File: src/rtl/pipe_skid_stage.sv
// Single-entry pipeline stage with a skid register so in_ready/out_valid are pure state decodes.
// Counts output-stall cycles in a saturating 8-bit counter; flush empties the stage.
module pipe_skid_stage #(
    parameter int unsigned WIDTH = 8
) (
    input  logic             clk,
    input  logic             rst,
    input  logic             flush,
    input  logic             in_valid,
    input  logic [WIDTH-1:0] in_data,
    output logic             in_ready,
    output logic             out_valid,
    output logic [WIDTH-1:0] out_data,
    input  logic             out_ready,
    output logic [7:0]       stall_cnt
);

    typedef enum logic [1:0] {
        StEmpty = 2'b00,
        StBusy  = 2'b01,
        StFull  = 2'b10
    } state_e;

    state_e           state_q, state_d;
    logic [WIDTH-1:0] main_q, main_d;
    logic [WIDTH-1:0] skid_q, skid_d;
    logic [7:0]       stall_cnt_q, stall_cnt_d;

    logic in_fire;
    logic out_fire;

    always_ff @(posedge clk or negedge rst) begin
        if (!rst) begin
            state_q     <= StEmpty;
            main_q      <= '0;
            skid_q      <= '0;
            stall_cnt_q <= '0;
        end else begin
            state_q     <= state_d;
            main_q      <= main_d;
            skid_q      <= skid_d;
            stall_cnt_q <= stall_cnt_d;
        end
    end

    assign in_fire  = in_valid && in_ready;
    assign out_fire = out_valid && out_ready;

    always_comb begin
        state_d = state_q;
        main_d  = main_q;
        skid_d  = skid_q;
        if (flush) begin
            // Registers keep their contents; only the state forgets them.
            state_d = StEmpty;
        end else begin
            case (state_q)
                StEmpty: begin
                    if (in_valid) begin
                        main_d  = in_data;
                        state_d = StBusy;
                    end
                end
                StBusy: begin
                    if (in_fire && out_fire) begin
                        main_d = in_data;
                    end else if (in_fire) begin
                        skid_d  = in_data;
                        state_d = StFull;
                    end else if (out_fire) begin
                        state_d = StEmpty;
                    end
                end
                StFull: begin
                    if (out_ready) begin
                        main_d  = skid_q;
                        state_d = StBusy;
                    end
                end
                default: state_d = StEmpty;
            endcase
        end
    end

    always_comb begin
        stall_cnt_d = stall_cnt_q;
        if (flush) begin
            stall_cnt_d = '0;
        end else if (out_valid && !out_ready && (stall_cnt_q != 8'hff)) begin
            stall_cnt_d = stall_cnt_q + 8'd1;
        end
    end

    always_comb begin
        in_ready  = (state_q != StFull);
        out_valid = (state_q != StEmpty);
        out_data  = main_q;
        stall_cnt = stall_cnt_q;
    end

endmodule
File: config.mk
export PLATFORM = sky130hd
export DESIGN_NAME = pipe_skid_stage
export DESIGN_NICKNAME = d
export VERILOG_FILES = /design/src/rtl/pipe_skid_stage.sv
export SDC_FILE = /design/constraint.sdc
export NUM_CORES = 1
export LEC_CHECK = 0
export CAP_MARGIN = 40
export CORE_MARGIN = 10
export CORE_UTILIZATION = 43
export CTS_CLUSTER_SIZE = 20
export DETAILED_ROUTE_END_ITERATION = 6
export PLACE_DENSITY = 0.74
export SYNTH_ARGS = -nofsm -noshare
export SYNTH_HDL_FRONTEND = slang
export SYNTH_SLANG_ARGS = --single-unit
File: constraint.sdc
create_clock -name clk -period 1.4 [get_ports clk]
set_input_delay 0.42 -clock clk [delete_from_list [all_inputs] [get_ports clk]]
set_output_delay 0.42 -clock clk [all_outputs]
set_load 0.02 [all_outputs]
==> results by group <==
Outcome
  – Violated checks: setup timing
  – Outcome: finished, violations left

Floorplanning
  – Die Wd: 73.5 um
  – Core area: 2760 um2
  – Die area: 5410 um2
  – I/O pins: 31
  – Die height: 73.5 um
  – Num rows: 19
  – Initial core utilization: 44.7%

Finish
  – Share of cells above drive strength 1: 63.8%
  – Final nets: 178
  – Final cell area excluding filler cells: 2010 um2
  – Area delta synth->final: 63.0%
  – Final-layout fill cell count: 190
  – Diode count: 0
  – Fin cells: 194
  – Final Util: 72.9%

Placement
  – Post-detail-place hpwl: 2260 um
  – Cells after DPL: 180
  – Pre-CTS setup slack: -0.640 ns
  – Routability Congestion: 0.773
  – Port Buffers: 30
  – Area after DPL: 1770 um2

Worst setup path
  – Worst-path fanout max: 3
  – Setup crit end kind: output pin
  – CP startpoint kind: flip-flop
  – Crit Path Class: reg2out
  – Worst r2r src: state_q[0]
  – R2R Setup Slk: -0.17 ns
  – WP data arrival: 1.16 ns
  – RR Endpoint: out_data[0]
  – Critical Path Max Stage Delay: 0.46 ns
  – Required time of the worst setup path: 0.98 ns
  – Cells on worst reg2reg path: 6
  – CP max-delay cell: dfrtp_2
  – Crit-path cells: or2_4 -> buf_6

Drt
  – Pre-antenna DRT Iters: 4
  – Iteration-0 DRC Markers: 32
  – Via density: 5.30
  – Vias: 1028
  – Final Routed Wirelength: 3450 um
  – Routed Antenna Nets: 0
  – DRC Markers: 0
  – Wire length per cell: 17.8 um

Global route
  – GRT Resource Usage Total: 13.1%
  – First-pass GRT wire length: 5600 um
  – Global route overflow: 0
  – Pin count of the biggest net entering global routing: 27
  – Vias in the first global route: 1130
  – Initial antenna violation count: 0

Synthesis
  – EDFF count, synth: 0
  – Post-synth top cells: 26 x dfrtp_1, 24 x mux2_2, 5 x nand3_1, 5 x nor2_1, 5 x nor2b_1
  – FF+latch count, synth: 26
  – Post-synthesis net count: 114
  – Mapped Cells: 100
  – Post-synthesis sequential area ratio: 52.8%
  – Top cells by area, synth: dfrtp_1 53%, mux2_2 22%, nor2b_1 2.5%, nand3_1 2.0%, a21oi_1 1.6%
  – Synth cell types: 28
  – Yosys top cell area share: 52.8%
  – Mean area per synthesized cell: 12.3 um2
  – Post-synth top flop: dfrtp_1
  – Top-count cell post-synth: dfrtp_1
  – Synth async-reset ratio: 100%
  – Syn. warnings: 0
  – Cell taking the most area after synthesis: dfrtp_1
  – Mapped cell area: 1230 um2

Power and ir drop
  – PnR Total Power: 1.98 mW
  – Sequential power share: 47.5%
  – P_sw: 0.526 mW
  – Max IR drop VDD: 0.792 mV
  – Comb pwr share: 25.8%
  – Clock Power Share: 26.7%
  – Sw Share: 26.6%
  – P_leak: 0.904 nW
  – PwrDens: 985 nW/um2
  – Int Pwr: 1.45 mW

STA
  – Post-route setup TNS: -1.86 ns
  – PnR worst setup slack: -0.181 ns
  – WHS: 0.419 ns
  – Worst-margin pin slew: 0.335 ns
  – Slew headroom: 77.6%
  – Setup Viol. Count Final: 22
  – Final hold violation count: 0
  – F_max: 633 MHz
  – Period utilization: 113%
  – Slew Viols, Final: 0
  – Final min period: 1.58 ns
  – Clock Skews: 0.00329 ns
  – RSZ-0062 raised after global routing: true

Min path
  – Worst min path class: in2async

Run
  – Number of max-cap violations: 0

Clocking
  – Hold-fix buffers at CTS: 0
  – Clk pin slew, worst setup/hold paths: 0.14 ns
  – Clock buffer depth: 2
  – Htree depth: 1
  – Clk root buf: clkbuf_4
  – CTS sink cnt: 26
  – CTS tree: yes
  – CTS Buf Count: 3
  – Clk Latency, worst-skew pair: 0.33 ns
-- flip-flops by register name, summed over array words and instances (netlist names) --
name       flops
skid_q         8
stall_cnt      8
state_q        2
out_data       8
-- kinds of logic after synthesis --
group	after synthesis	share of synthesized area [%]
and+or+nand+nor	27	11.4
AOI/OAI and AO/OA	15	8.93
buffers and inverters	3	1.01
adders and majority gates	1	1.02
xor gates and xnor gates	3	2.13
DFF	26	52.8
muxes	25	22.7
-- how the worst max path moves through the flow --
stage,startpoint,to,slack (ns)
floorplan,stall_cnt[2],stall_cnt[7],-0.03
detailed placement,out_ready,out_data[5],-0.64
global placement,out_ready,out_data[7],-0.58
CTS,state_q[0],out_valid,-0.18
finish,state_q[0],out_valid,-0.18
global route,state_q[0],in_ready,-0.23
-- repair_timing --
action | 4_1_cts | 5_1_grt
resized for setup | 101 | 26
cloned | 0 | 0
pin swaps | 5 | 8
endpoints found under the setup margin | 42 | 30
setup buffers | 9 | 2
-- cell usage in the layout (no fill, tap or decap), types with 2 or more instances in the layout --
cell             instances
nand3_4                  2
o21ai_1                  2
a21oi_1                  2
buf_6                   12
o31ai_1                  2
dfrtp_2                  7
xor2_1                   2
buf_12                   2
buf_4                   21
buf_2                   13
dlygate4sd2_1            2
mux2_4                   9
clkbuf_4                 3
or4_4                    2
nor2b_4                  3
nor2b_1                  2
dfrtp_1                 19
nand2_1                  3
a21oi_2                  2
mux2_2                  15
nor3_1                   2
nand3_1                  2
clkdlybuf4s50_1         10
nor2_1                   4
-- routing by layer --
layer / track usage [%] / up-vias / wire, um
met5: 0 / - / 0
met4: 4.97 / 0 / 53
met3: 2.02 / 5 / 116
met2: 24.1 / 20 / 1900
met1: 14.5 / 513 / 1380
li1: - / 490 / -
-- power by group through the flow --
stage / clock (mW) / sequential (mW) / combinational, mW
2_1_floorplan: 0 / 0.999 / 0.171
3_3_place_gp: 0 / 0.941 / 0.451
3_5_place_dp: 0 / 0.948 / 0.461
4_1_cts: 0.538 / 0.933 / 0.490
5_1_grt: 0.565 / 0.959 / 0.553
6_report: 0.528 / 0.941 / 0.511
-- area by class of cell --
type	count	area [um2]	share of cell area [%]
Tap cell	31	38.8	1.93
Clock inverter	1	30.0	1.49
Multi-Input combinational cell	71	724	36.1
Sequential cell	26	659	32.8
Inverter	1	3.75	0.187
Timing Repair Buffer	61	531	26.4
Clock buffer	3	22.5	1.12
-- worst max-delay path, delay by kind of cell, from the launching register on --
| kind | cells | cell delay, ns |
|---|---|---|
| flip-flops | 1 | 0.46 |
| AND/OR/NAND/NOR | 1 | 0.24 |
| buffers and inverters | 1 | 0.13 |
Power figures use the tool's default switching activity.
